<file path="src/rtl/scc_mem_pkg.sv">
// rtl/scc_mem_pkg.sv - shared types, widths and helpers for the memory port arbiter
package scc_mem_pkg;

    localparam int DEF_ADDR_W = 32;
    localparam int DEF_DATA_W = 32;

    typedef enum logic [1:0] {
        ST_IDLE  = 2'd0,
        ST_FETCH = 2'd1,
        ST_DATA  = 2'd2,
        ST_RESP  = 2'd3
    } arb_state_t;

    // One enable bit per byte lane of the data bus.
    function automatic int be_width(input int data_w);
        return data_w / 8;
    endfunction

endpackage

</file>
<file path="src/rtl/mem_port_arbiter_if.sv">
// rtl/mem_port_arbiter_if.sv - requester and memory-port signal bundle for the arbiter
//
// Groups the fetch requester (if_*), data requester (d_*), the external
// memory port (mem_*), bus_err and stall.
//   slave  : arbiter view (requests and memory responses in, grants out)
//   master : environment view (core + memory model)
interface mem_port_arbiter_if
    import scc_mem_pkg::*;
#(
    parameter int ADDR_W = DEF_ADDR_W,
    parameter int DATA_W = DEF_DATA_W
);
    localparam int BE_W = be_width(DATA_W);

    logic              if_req;
    logic [ADDR_W-1:0] if_addr;
    logic [DATA_W-1:0] if_rdata;
    logic              if_done;

    logic              d_req;
    logic              d_we;
    logic [ADDR_W-1:0] d_addr;
    logic [DATA_W-1:0] d_wdata;
    logic [BE_W-1:0]   d_be;
    logic [DATA_W-1:0] d_rdata;
    logic              d_done;

    logic              mem_valid;
    logic              mem_we;
    logic [ADDR_W-1:0] mem_addr;
    logic [DATA_W-1:0] mem_wdata;
    logic [BE_W-1:0]   mem_be;
    logic              mem_ready;
    logic [DATA_W-1:0] mem_rdata;

    logic              bus_err;
    logic              stall;

    modport slave (
        input  if_req, if_addr,
        output if_rdata, if_done,
        input  d_req, d_we, d_addr, d_wdata, d_be,
        output d_rdata, d_done,
        output mem_valid, mem_we, mem_addr, mem_wdata, mem_be,
        input  mem_ready, mem_rdata,
        output bus_err, stall
    );

    modport master (
        output if_req, if_addr,
        input  if_rdata, if_done,
        output d_req, d_we, d_addr, d_wdata, d_be,
        input  d_rdata, d_done,
        input  mem_valid, mem_we, mem_addr, mem_wdata, mem_be,
        output mem_ready, mem_rdata,
        input  bus_err, stall
    );

endinterface

</file>
<file path="src/rtl/mem_port_arbiter.sv">
// rtl/mem_port_arbiter.sv - shares one memory port between instruction fetch and load/store
//
// Ports:
//   clk    : rising-edge clock
//   reset  : asynchronous active-low reset
//   bus    : mem_port_arbiter_if.slave (requesters, memory port, bus_err, stall)
// One transaction in flight at a time: IDLE -> FETCH/DATA -> RESP -> IDLE.
// Data wins arbitration unless a waiting fetch has already been passed over
// MAX_STREAK times; a watchdog aborts any access after TIMEOUT wait states.
module mem_port_arbiter
    import scc_mem_pkg::*;
#(
    parameter int ADDR_W     = DEF_ADDR_W,
    parameter int DATA_W     = DEF_DATA_W,
    parameter int MAX_STREAK = 3,
    parameter int TIMEOUT    = 15
) (
    input  logic                clk,
    input  logic                reset,
    mem_port_arbiter_if.slave   bus
);
    localparam int BE_W     = be_width(DATA_W);
    localparam int STREAK_W = $clog2(MAX_STREAK + 1);
    localparam int WAIT_W   = $clog2(TIMEOUT + 1);

    arb_state_t          r_state;
    arb_state_t          w_next_state;
    logic [STREAK_W-1:0] r_streak;
    logic [WAIT_W-1:0]   r_wait;

    logic                r_mem_valid;
    logic                r_mem_we;
    logic [ADDR_W-1:0]   r_mem_addr;
    logic [DATA_W-1:0]   r_mem_wdata;
    logic [BE_W-1:0]     r_mem_be;
    logic                r_if_done;
    logic                r_d_done;
    logic [DATA_W-1:0]   r_if_rdata;
    logic [DATA_W-1:0]   r_d_rdata;
    logic                r_bus_err;

    logic                w_grant_d;
    logic                w_grant_f;
    logic                w_mem_hit;
    logic                w_timeout;
    logic                w_mem_valid_nxt;
    logic                w_if_done_nxt;
    logic                w_d_done_nxt;
    logic                w_bus_err_nxt;

    // Data goes first unless a fetch is waiting and has been skipped MAX_STREAK times.
    function automatic logic pick_data(input logic d_req, input logic f_req,
                                       input logic [STREAK_W-1:0] streak);
        return d_req && (!f_req || (streak < STREAK_W'(MAX_STREAK)));
    endfunction

    assign w_grant_d = (r_state == ST_IDLE) && pick_data(bus.d_req, bus.if_req, r_streak);
    assign w_grant_f = (r_state == ST_IDLE) && bus.if_req && !w_grant_d;

    // mem_valid is high exactly in FETCH/DATA, so ready outside them is ignored.
    assign w_mem_hit = r_mem_valid && bus.mem_ready;
    assign w_timeout = r_mem_valid && !bus.mem_ready && (r_wait == WAIT_W'(TIMEOUT));

    always_ff @(posedge clk or negedge reset) begin
        if (!reset) begin
            r_state <= ST_IDLE;
        end else begin
            r_state <= w_next_state;
        end
    end

    always_comb begin
        w_next_state = r_state;
        unique case (r_state)
            ST_IDLE: begin
                if (w_grant_d) begin
                    w_next_state = ST_DATA;
                end else if (w_grant_f) begin
                    w_next_state = ST_FETCH;
                end
            end
            ST_FETCH, ST_DATA: begin
                if (w_mem_hit || w_timeout) begin
                    w_next_state = ST_RESP;
                end
            end
            ST_RESP: w_next_state = ST_IDLE;
            default: w_next_state = ST_IDLE;
        endcase
    end

    // Next values of the registered outputs, decoded from the transition taken.
    always_comb begin
        w_mem_valid_nxt = (w_next_state == ST_FETCH) || (w_next_state == ST_DATA);
        w_if_done_nxt   = (r_state == ST_FETCH) && (w_next_state == ST_RESP);
        w_d_done_nxt    = (r_state == ST_DATA)  && (w_next_state == ST_RESP);
        w_bus_err_nxt   = (w_if_done_nxt || w_d_done_nxt) && !w_mem_hit;
    end

    always_ff @(posedge clk or negedge reset) begin
        if (!reset) begin
            r_mem_valid <= 1'b0;
            r_mem_we    <= 1'b0;
            r_mem_addr  <= '0;
            r_mem_wdata <= '0;
            r_mem_be    <= '0;
            r_if_done   <= 1'b0;
            r_d_done    <= 1'b0;
            r_if_rdata  <= '0;
            r_d_rdata   <= '0;
            r_bus_err   <= 1'b0;
            r_streak    <= '0;
            r_wait      <= '0;
        end else begin
            r_mem_valid <= w_mem_valid_nxt;
            r_if_done   <= w_if_done_nxt;
            r_d_done    <= w_d_done_nxt;
            r_bus_err   <= w_bus_err_nxt;
            r_if_rdata  <= (w_if_done_nxt && w_mem_hit) ? bus.mem_rdata : '0;
            r_d_rdata   <= (w_d_done_nxt && w_mem_hit && !r_mem_we) ? bus.mem_rdata : '0;

            // Fields are latched at grant so requester changes mid-access are ignored.
            if (w_grant_d) begin
                r_mem_we    <= bus.d_we;
                r_mem_addr  <= bus.d_addr;
                r_mem_wdata <= bus.d_wdata;
                r_mem_be    <= bus.d_be;
            end else if (w_grant_f) begin
                r_mem_we    <= 1'b0;
                r_mem_addr  <= bus.if_addr;
                r_mem_wdata <= '0;
                r_mem_be    <= '1;
            end

            if (w_grant_d) begin
                if (!bus.if_req) begin
                    r_streak <= '0;
                end else if (r_streak != STREAK_W'(MAX_STREAK)) begin
                    r_streak <= r_streak + STREAK_W'(1);
                end
            end else if (w_grant_f) begin
                r_streak <= '0;
            end

            if (w_grant_d || w_grant_f) begin
                r_wait <= '0;
            end else if (r_mem_valid && !bus.mem_ready && !w_timeout) begin
                r_wait <= r_wait + WAIT_W'(1);
            end
        end
    end

    assign bus.mem_valid = r_mem_valid;
    assign bus.mem_we    = r_mem_we;
    assign bus.mem_addr  = r_mem_addr;
    assign bus.mem_wdata = r_mem_wdata;
    assign bus.mem_be    = r_mem_be;
    assign bus.if_done   = r_if_done;
    assign bus.if_rdata  = r_if_rdata;
    assign bus.d_done    = r_d_done;
    assign bus.d_rdata   = r_d_rdata;
    assign bus.bus_err   = r_bus_err;

    // Held low during reset so every output reads 0 while reset is asserted.
    assign bus.stall = reset && (bus.if_req || bus.d_req) && !(r_if_done || r_d_done);

endmodule

</file>
<file path="src/flat_wrapper.sv">
// flat-port wrapper written by rule: the top's interface ports become plain ports
module mem_port_arbiter_flat import scc_mem_pkg::*;
#(
    parameter int ADDR_W     = DEF_ADDR_W,
    parameter int DATA_W     = DEF_DATA_W,
    parameter int MAX_STREAK = 3,
    parameter int TIMEOUT    = 15
)
  (clk, reset, bus_if_req, bus_if_addr, bus_if_rdata, bus_if_done, bus_d_req, bus_d_we, bus_d_addr, bus_d_wdata, bus_d_be, bus_d_rdata, bus_d_done, bus_mem_valid, bus_mem_we, bus_mem_addr, bus_mem_wdata, bus_mem_be, bus_mem_ready, bus_mem_rdata, bus_bus_err, bus_stall);
  mem_port_arbiter_if #(.ADDR_W(ADDR_W), .DATA_W(DATA_W)) bus_i ();
  input  logic clk;
  input  logic reset;
  input wire logic [$bits(bus_i.if_req)-1:0] bus_if_req;
  input wire logic [$bits(bus_i.if_addr)-1:0] bus_if_addr;
  output wire logic [$bits(bus_i.if_rdata)-1:0] bus_if_rdata;
  output wire logic [$bits(bus_i.if_done)-1:0] bus_if_done;
  input wire logic [$bits(bus_i.d_req)-1:0] bus_d_req;
  input wire logic [$bits(bus_i.d_we)-1:0] bus_d_we;
  input wire logic [$bits(bus_i.d_addr)-1:0] bus_d_addr;
  input wire logic [$bits(bus_i.d_wdata)-1:0] bus_d_wdata;
  input wire logic [$bits(bus_i.d_be)-1:0] bus_d_be;
  output wire logic [$bits(bus_i.d_rdata)-1:0] bus_d_rdata;
  output wire logic [$bits(bus_i.d_done)-1:0] bus_d_done;
  output wire logic [$bits(bus_i.mem_valid)-1:0] bus_mem_valid;
  output wire logic [$bits(bus_i.mem_we)-1:0] bus_mem_we;
  output wire logic [$bits(bus_i.mem_addr)-1:0] bus_mem_addr;
  output wire logic [$bits(bus_i.mem_wdata)-1:0] bus_mem_wdata;
  output wire logic [$bits(bus_i.mem_be)-1:0] bus_mem_be;
  input wire logic [$bits(bus_i.mem_ready)-1:0] bus_mem_ready;
  input wire logic [$bits(bus_i.mem_rdata)-1:0] bus_mem_rdata;
  output wire logic [$bits(bus_i.bus_err)-1:0] bus_bus_err;
  output wire logic [$bits(bus_i.stall)-1:0] bus_stall;
  assign bus_i.if_req = bus_if_req;
  assign bus_i.if_addr = bus_if_addr;
  assign bus_if_rdata = bus_i.if_rdata;
  assign bus_if_done = bus_i.if_done;
  assign bus_i.d_req = bus_d_req;
  assign bus_i.d_we = bus_d_we;
  assign bus_i.d_addr = bus_d_addr;
  assign bus_i.d_wdata = bus_d_wdata;
  assign bus_i.d_be = bus_d_be;
  assign bus_d_rdata = bus_i.d_rdata;
  assign bus_d_done = bus_i.d_done;
  assign bus_mem_valid = bus_i.mem_valid;
  assign bus_mem_we = bus_i.mem_we;
  assign bus_mem_addr = bus_i.mem_addr;
  assign bus_mem_wdata = bus_i.mem_wdata;
  assign bus_mem_be = bus_i.mem_be;
  assign bus_i.mem_ready = bus_mem_ready;
  assign bus_i.mem_rdata = bus_mem_rdata;
  assign bus_bus_err = bus_i.bus_err;
  assign bus_stall = bus_i.stall;
  mem_port_arbiter #(.ADDR_W(ADDR_W), .DATA_W(DATA_W), .MAX_STREAK(MAX_STREAK), .TIMEOUT(TIMEOUT)) u_core (.clk(clk), .reset(reset), .bus(bus_i));
endmodule
</file>
<file path="config.mk">
export PLATFORM = sky130hd
export DESIGN_NAME = mem_port_arbiter_flat
export DESIGN_NICKNAME = d
export VERILOG_FILES = /design/src/rtl/scc_mem_pkg.sv /design/src/rtl/mem_port_arbiter_if.sv /design/src/rtl/mem_port_arbiter.sv /design/src/flat_wrapper.sv
export SDC_FILE = /design/constraint.sdc
export NUM_CORES = 1
export LEC_CHECK = 0
export CORE_AREA = 2 2 108 110
export CTS_CLUSTER_SIZE = 8
export DETAILED_ROUTE_END_ITERATION = 7
export DIE_AREA = 0 0 110 112
export DONT_BUFFER_PORTS = 1
export PLACE_DENSITY = 0.72
export SYNTH_ARGS = -nofsm -noshare
export SYNTH_HDL_FRONTEND = slang
export SYNTH_SLANG_ARGS = --single-unit
</file>
<file path="constraint.sdc">
create_clock -name clk -period 3 [get_ports clk]
set_input_delay 0.6 -clock clk [delete_from_list [all_inputs] [get_ports clk]]
set_output_delay 0.6 -clock clk [all_outputs]
set_load 0.01 [all_outputs]
</file>
==> results.py, run 1 <==
metrics = {
    "run_status": {
        "status": "complete, but fails checks",
        "failed_checks": "negative hold slack",
    },
    "power_and_ir_drop": {
        "power_leakage_uw": 0.00292,
        "total_power_uw": 6220,
        "p_comb_share_pct": 20.0,
        "p_sw_uw": 2140,
        "peakVddDrop_v": 0.000465,
        "clkPwrFrac_pct": 32.5,
        "sw_frac_of_total_pct": 34.4,
        "p_seq_share_pct": 47.5,
        "internal_power_uw": 4080,
        "power_density_nw_per_um2": 1010,
    },
    "clock_tree": {
        "cts.sinks": 145,
        "numCtsBuffers": 17,
        "root_buffer": "clkbuf_16",
        "ctsResizeCount": 0,
        "post_cts_buffers": 0,
        "ctsHtreeMaxLevel": 4,
        "clock_latency_ns": 0.41,
        "clkTransAtPathRegs_ns": 0.06,
        "clk_path_buf_depth": 2,
        "cts_tree": "yes",
    },
    "worst_setup_path": {
        "r2r-start": "u_core.r_state[0]",
        "r2r.worst_path.cells": 10,
        "path_class": "flop to flop",
        "cp_slowest_stage_delay_ns": 0.38,
        "reg2reg_to": "u_core.bus.if_rdata[18]",
        "reg2reg_slack_ns": 0.47,
        "path_max_fanout": 32,
        "cp.required_ns": 3.33,
        "worstPathArrival_ns": 2.86,
        "critPathCapture": "u_core.bus.if_rdata[18]",
        "worstPathCellList": "inv_1 > ha_1 > nand2_1 > a22o_1 > a221oi_1 > ha_1 > and2_1 > and3_1 > buf_4 > and2_1",
        "worstSetupStartpointType": "flop",
        "cpMaxStageDelayCell": "dfrtp_1",
        "startpoint": "u_core.r_state[0]",
        "worstSetupEndpointType": "flop",
    },
    "synth": {
        "async_flop_share_pct": 100,
        "synth_top_family_by_area": "compound AO/OA/AOI/OAI gates",
        "synth.mux.area_fraction_pct": 0.387,
        "synthCells": 456,
        "ys_types": 36,
        "yosys.area.top_type": "dfrtp_1",
        "netlist_area_um2": 5500,
        "yosys.area.top_type_share_pct": 66.0,
        "syn_area_per_cell_um2": 12.1,
        "ys_ff_latch": 145,
        "synth_ff_type": "dfrtp_1",
        "synth-compound-area-share_pct": 17.5,
        "synth_area_leaders": "dfrtp_1, and2_1, a22o_1",
        "synth_edf_count": 0,
        "syn_nets": 601,
        "synthXorXnorAreaFrac_pct": 0,
        "synthSimpleGateAreaFrac_pct": 11.4,
        "ys_warn_count": 0,
        "synth_fa_ha_area_share_pct": 1.59,
        "ys_seq_area_share_pct": 66.0,
    },
    "die": {
        "die_w_um": 110,
        "rows": 39,
        "die_h_um": 112,
        "io-pin-count": 276,
        "initial_core_util_pct": 49.2,
        "core_area_um2": 11200,
        "dieArea_um2": 12300,
    },
    "final_layout": {
        "syn2layout_area_growth_pct": 11.7,
        "final_common_cell": "dfrtp_1",
        "fillers": 943,
        "drive_gt1_share_pct": 9.48,
        "mostFrequentLayoutCells": "dfrtp_1, and2_1, a21oi_1, o21ai_0",
        "antenna_cells": 0,
        "final_nets": 596,
    },
    "routing": {
        "detail_route.drc_violations": 0,
        "firstDrtPassIters": 4,
        "drtIter0Drc": 243,
        "wl_um": 12300,
        "drtAntennaViolNets": 0,
        "avgRoutedWirePerCell_um": 20.3,
        "vias_per_cell": 5.69,
        "dr_total_vias": 3452,
    },
    "timing": {
        "hold_viol_final": 145,
        "finalSetupViolations": 0,
        "slew_violations": 0,
        "rsz0062_at_grt": "no",
        "timing.final.crit_share_pct": 84.2,
        "tightest_slew_ns": 0.749,
        "fin_crit_ns": 2.53,
        "fin_hold_ws_ns": -0.112,
        "fmax_ghz": 0.396,
        "fin_setup_tns_ns": 0,
        "layout_setup_ws_ns": 0.475,
        "maxSlewHeadroom_pct": 49.4,
        "finClkSkew_ns": 0.0116,
    },
    "hold_path": {
        "hold_class": "input pin to async pin",
    },
    "global_route": {
        "grt_max_degree": 147,
        "track_usage_pct": 19.7,
        "antenna_found_initial": 0,
        "grt_pass1_wl_um": 18500,
        "grt_overflow": 0,
        "grt_pass1_vias": 3492,
    },
    "job": {
        "cap_violations": 0,
    },
    "placement": {
        "place.gp.congestion": 0.759,
        "dp_hpwl_um": 8490,
        "io_buffers": 0,
        "pre_cts_ws_ns": 0.509,
    },
}
stage by stage:
step | hold WS, ns | area, um^2 | util (%) | instances
2_1_floorplan | 0.304 | 5500 | - | 456
3_3_place_gp | 0.307 | 5570 | 49.9 | 575
5_1_grt | -0.139 | 6140 | 55.0 | 607
6_report | -0.112 | 6140 | 55.0 | 607
3_5_place_dp | 0.306 | 5570 | 49.9 | 575
4_1_cts | -0.131 | 6140 | 55.0 | 607
kinds of logic (layout without fill, tap and decap cells):
group | Yosys count | count (layout)
flip-flops | 145 | 145
AND/OR/NAND/NOR | 115 | 115
AO/OA/AOI/OAI | 152 | 152
adder cells (fa/ha/maj) | 7 | 7
multiplexers | 2 | 2
buffers and inverters | 35 | 43
worst max-delay path: cells and delay by family, from the launching register on:
| kind | cells | cell delay (ns) |
|---|---|---|
| AOI/OAI and AO/OA | 2 | 0.52 |
| adders and majority gates | 2 | 0.49 |
| buffers and inverters | 2 | 0.42 |
| DFF | 1 | 0.38 |
| and+or+nand+nor | 4 | 0.63 |
worst min path at each step:
stage / start / to / cells after the start
after detailed placement: reset / u_core.bus.mem_wdata[24] / 0
final: reset / u_core.bus.mem_wdata[24] / 0
after global routing: reset / u_core.bus.mem_wdata[24] / 0
after floorplan: reset / u_core.bus.bus_err / 0
after global placement: reset / u_core.bus.mem_wdata[22] / 0
after CTS: reset / u_core.bus.mem_addr[11] / 0
Yosys cell counts (2+ instances only):
| cell type | count |
|---|---|
| a21oi_1 | 36 |
| a221oi_1 | 2 |
| a22o_1 | 35 |
| and2_1 | 66 |
| buf_2 | 10 |
| buf_4 | 2 |
| buf_6 | 3 |
| clkbuf_1 | 16 |
| dfrtp_1 | 145 |
| ha_1 | 7 |
| inv_1 | 3 |
| nand2_1 | 35 |
| nand3_1 | 3 |
| nor2_1 | 4 |
| o21ai_0 | 36 |
| o21ai_1 | 30 |
| o22a_1 | 4 |
final cells by class:
cell class	count	area, um^2	area share (%)
sequential	145	3630	59.1
multi-input combinational	276	1700	27.6
clock buffer	18	429	6.99
tap	143	179	2.91
clock inverter	14	141	2.30
timing repair buffer	7	52.6	0.856
inverter	4	15.0	0.244
registers in the layout (all words and copies together) (netlist names):
name / flops
u_core.bus.mem_we: 1
u_core.bus.bus_err: 1
u_core.bus.mem_valid: 1
u_core.bus.mem_addr: 32
u_core.r_wait: 4
u_core.bus.d_rdata: 32
u_core.bus.if_rdata: 32
u_core.bus.mem_wdata: 32
u_core.bus.mem_be: 4
u_core.bus.if_done: 1
u_core.r_streak: 2
u_core.bus.d_done: 1
u_core.r_state: 2
per-layer routing:
metal / track usage [%] / vias to the layer above / part of all wire (%)
li1: - / 1569 / -
met1: 22.9 / 1688 / 37
met2: 33.2 / 177 / 52
met3: 5.97 / 18 / 9.3
met4: 8.78 / 0 / 2.0
met5: 0 / - / 0
power groups by stage:
stage	clock, uW	sequential, uW	combinational (uW)
6_report	2020	2960	1250
5_1_grt	2170	3010	1420
4_1_cts	2070	2960	1250
3_5_place_dp	0	2990	1250
3_3_place_gp	0	2980	1160
2_1_floorplan	0	2880	1030
(Power assumes the default switching activity.)
==> run 2, diff against run 1 <==
- CORE_AREA: 2 2 108 110 -> 2 2 106 108
- DIE_AREA: 0 0 110 112 -> 0 0 108 110
- PLACE_DENSITY: 0.72 -> 0.77
- clock period: 3 -> 2.2 ns (I/O delays scaled with it)
==> run 2 against run 1 <==
  * Fmax grew 10%
  * Highest routed layer unchanged
  * Clock skew is 0.0030 ns lower
  * Power rose by 48%
  * Largest cell class unchanged
  * The flow finishes with violations (negative hold slack, negative setup slack)
  * Sequential power grew 37%
  * Largest power group unchanged
  * Critical path type unchanged
  * Sequential cell count stayed put
  * Final cell count increased by 4.3%
  * Global-route usage rose by 2.5 points
  * Wire length grew 12%
  * Non-clock buffer count grew 30
  * Register-to-register slack worse by 0.57 ns
  * Clock power rose by 40%
  * Combinational power is 85% higher
  * Critical endpoint is now u_core.bus.d_rdata[10]
==> results.py, run 2 (same netlist as run 1, synthesis figures left out) <==
metrics = {
    "clock_tree": {
        "root_buffer": "clkbuf_8",
        "clock_latency_ns": 0.50,
        "clkTransAtPathRegs_ns": 0.06,
        "cts.sinks": 145,
        "clk_path_buf_depth": 2,
        "cts_tree": "yes",
        "ctsHtreeMaxLevel": 4,
        "numCtsBuffers": 17,
    },
    "worst_setup_path": {
        "worstSetupStartpointType": "flop",
        "startpoint": "u_core.r_state[0]",
        "path_class": "flop to flop",
        "worstSetupEndpointType": "flop",
        "path_max_fanout": 14,
        "worstPathArrival_ns": 2.74,
        "r2r-start": "u_core.r_state[0]",
        "cp.required_ns": 2.64,
    },
    "routing": {
        "wl_um": 13800,
        "drtAntennaViolNets": 0,
        "firstDrtPassIters": 4,
        "wl_met3_um": 1360,
        "avgRoutedWirePerCell_um": 21.7,
        "vias_per_cell": 5.80,
        "wl_met2_um": 7190,
        "met1_length_um": 5040,
        "dr_total_vias": 3670,
        "detail_route.drc_violations": 0,
        "top_layer": "met4",
        "drtIter0Drc": 275,
    },
    "final_layout": {
        "fillers": 843,
        "final_common_cell": "dfrtp_1",
        "fin_util_pct": 62.2,
        "drive_gt1_share_pct": 22.1,
        "syn2layout_area_growth_pct": 21.0,
        "final_nets": 626,
        "mostFrequentLayoutCells": "dfrtp_1, and2_1, o21ai_0",
        "antenna_cells": 0,
    },
    "placement": {
        "place.gp.congestion": 0.764,
        "dp_hpwl_um": 9040,
        "pre_cts_ws_ns": -0.177,
        "io_buffers": 0,
    },
    "timing": {
        "rsz0062_at_grt": "yes",
        "hold_viol_final": 145,
        "fin_hold_ws_ns": -0.373,
        "timing.final.crit_share_pct": 104,
        "fmax_ghz": 0.435,
        "slew_violations": 0,
        "tightest_slew_ns": 0.570,
        "layout_setup_ws_ns": -0.0964,
        "fin_crit_ns": 2.30,
        "fin_setup_tns_ns": -3.42,
        "finClkSkew_ns": 0.00859,
        "maxSlewHeadroom_pct": 62.0,
        "finalSetupViolations": 56,
    },
    "die": {
        "initial_core_util_pct": 51.4,
        "die_h_um": 110,
        "rows": 38,
        "io-pin-count": 276,
        "core_area_um2": 10700,
        "dieArea_um2": 11900,
        "die_w_um": 108,
    },
    "power_and_ir_drop": {
        "power_density_nw_per_um2": 1380,
        "peakVddDrop_v": 0.000648,
        "power_leakage_uw": 0.00315,
    },
    "global_route": {
        "grt_pass1_vias": 3607,
        "track_usage_pct": 22.2,
        "grt_max_degree": 147,
        "grt_overflow": 0,
        "grt_pass1_wl_um": 19700,
        "antenna_found_initial": 0,
    },
    "job": {
        "cap_violations": 0,
    },
    "run_status": {
        "failed_checks": "negative hold slack, negative setup slack",
        "status": "complete, but fails checks",
    },
    "hold_path": {
        "hold_class": "input pin to async pin",
    },
}
==> run 2: cell count changes in the layout (fill, tap and decap cells not counted), moves of 5 or more <==
| cell | change |
|---|---|
| and2_4 | +22 |
| and2_1 | -22 |
| buf_4 | +20 |
| ha_1 | -5 |
==> run 2: timing repair <==
item                                    in CTS  in global routing
hold endpoints to repair                   145                145
endpoints found under the setup margin      64                 64
setup buffers                               13                  8
resized for setup                           16                 31
gates cloned                                 3                  1
pin swaps                                    3                  6
==> run 2: final cells by class <==
type	count	area, um^2	share of cell area (%)
clock inverters	12	156	2.35
multi-input cells	276	1850	27.8
clock buffers	19	422	6.34
repair buffers	37	404	6.07
inverters	4	15.0	0.226
well taps	140	175	2.63
flip-flops and latches	145	3630	54.5
==> run 2: critical path, stage by stage, from the launching register on <==
cell and delay (ns):
dfrtp_1 0.41, inv_2 0.10, ha_4 0.18, nand2_4 0.05, a22o_4 0.23, a221oi_4 0.25
ha_2 0.23, buf_4 0.10, nand4_1 0.14, nor2_4 0.22, clkbuf_16 0.20, and2_1 0.13
==> run 2: routing by layer <==
layer,vias up,track usage [%]
met1,1821,24.9
met4,0,8.61
li1,1622,-
met3,14,8.99
met5,-,0
met2,213,38.1
==> run 2: report_power, final <==
part / switching, uW / total, uW / internal, uW / leakage, uW
Clock: 1090 / 2820 / 1730 / 0.000283
Combinational: 1210 / 2310 / 1100 / 0.000940
Sequential: 762 / 4060 / 3300 / 0.00192
Total: 3070 / 9190 / 6130 / 0.00315
==> run 2: metrics by stage <==
stage / area (um^2) / power [uW] / std cells
after floorplan: 5510 / 5360 / 456
final: 6650 / 9190 / 633
after CTS: 6480 / 9020 / 625
after global placement: 5670 / 5780 / 578
after detailed placement: 5670 / 5920 / 578
after global routing: 6650 / 9710 / 633
==> run 2: worst paths after layout <==
| check | endpoint | cells after the start | slack [ns] |
|---|---|---|---|
| max | u_core.bus.d_rdata[10] | 11 | -0.1 |
| min | u_core.bus.mem_addr[6] | 0 | -0.37 |
| max reg2reg | u_core.bus.d_rdata[10] | 11 | -0.1 |
| min reg2reg | u_core.r_streak[1] | 1 | 0.52 |
| max in group asynchronous | u_core.bus.d_rdata[27] | 0 | 2.38 |
| min in group clk | u_core.bus.bus_err | 1 | 0.05 |
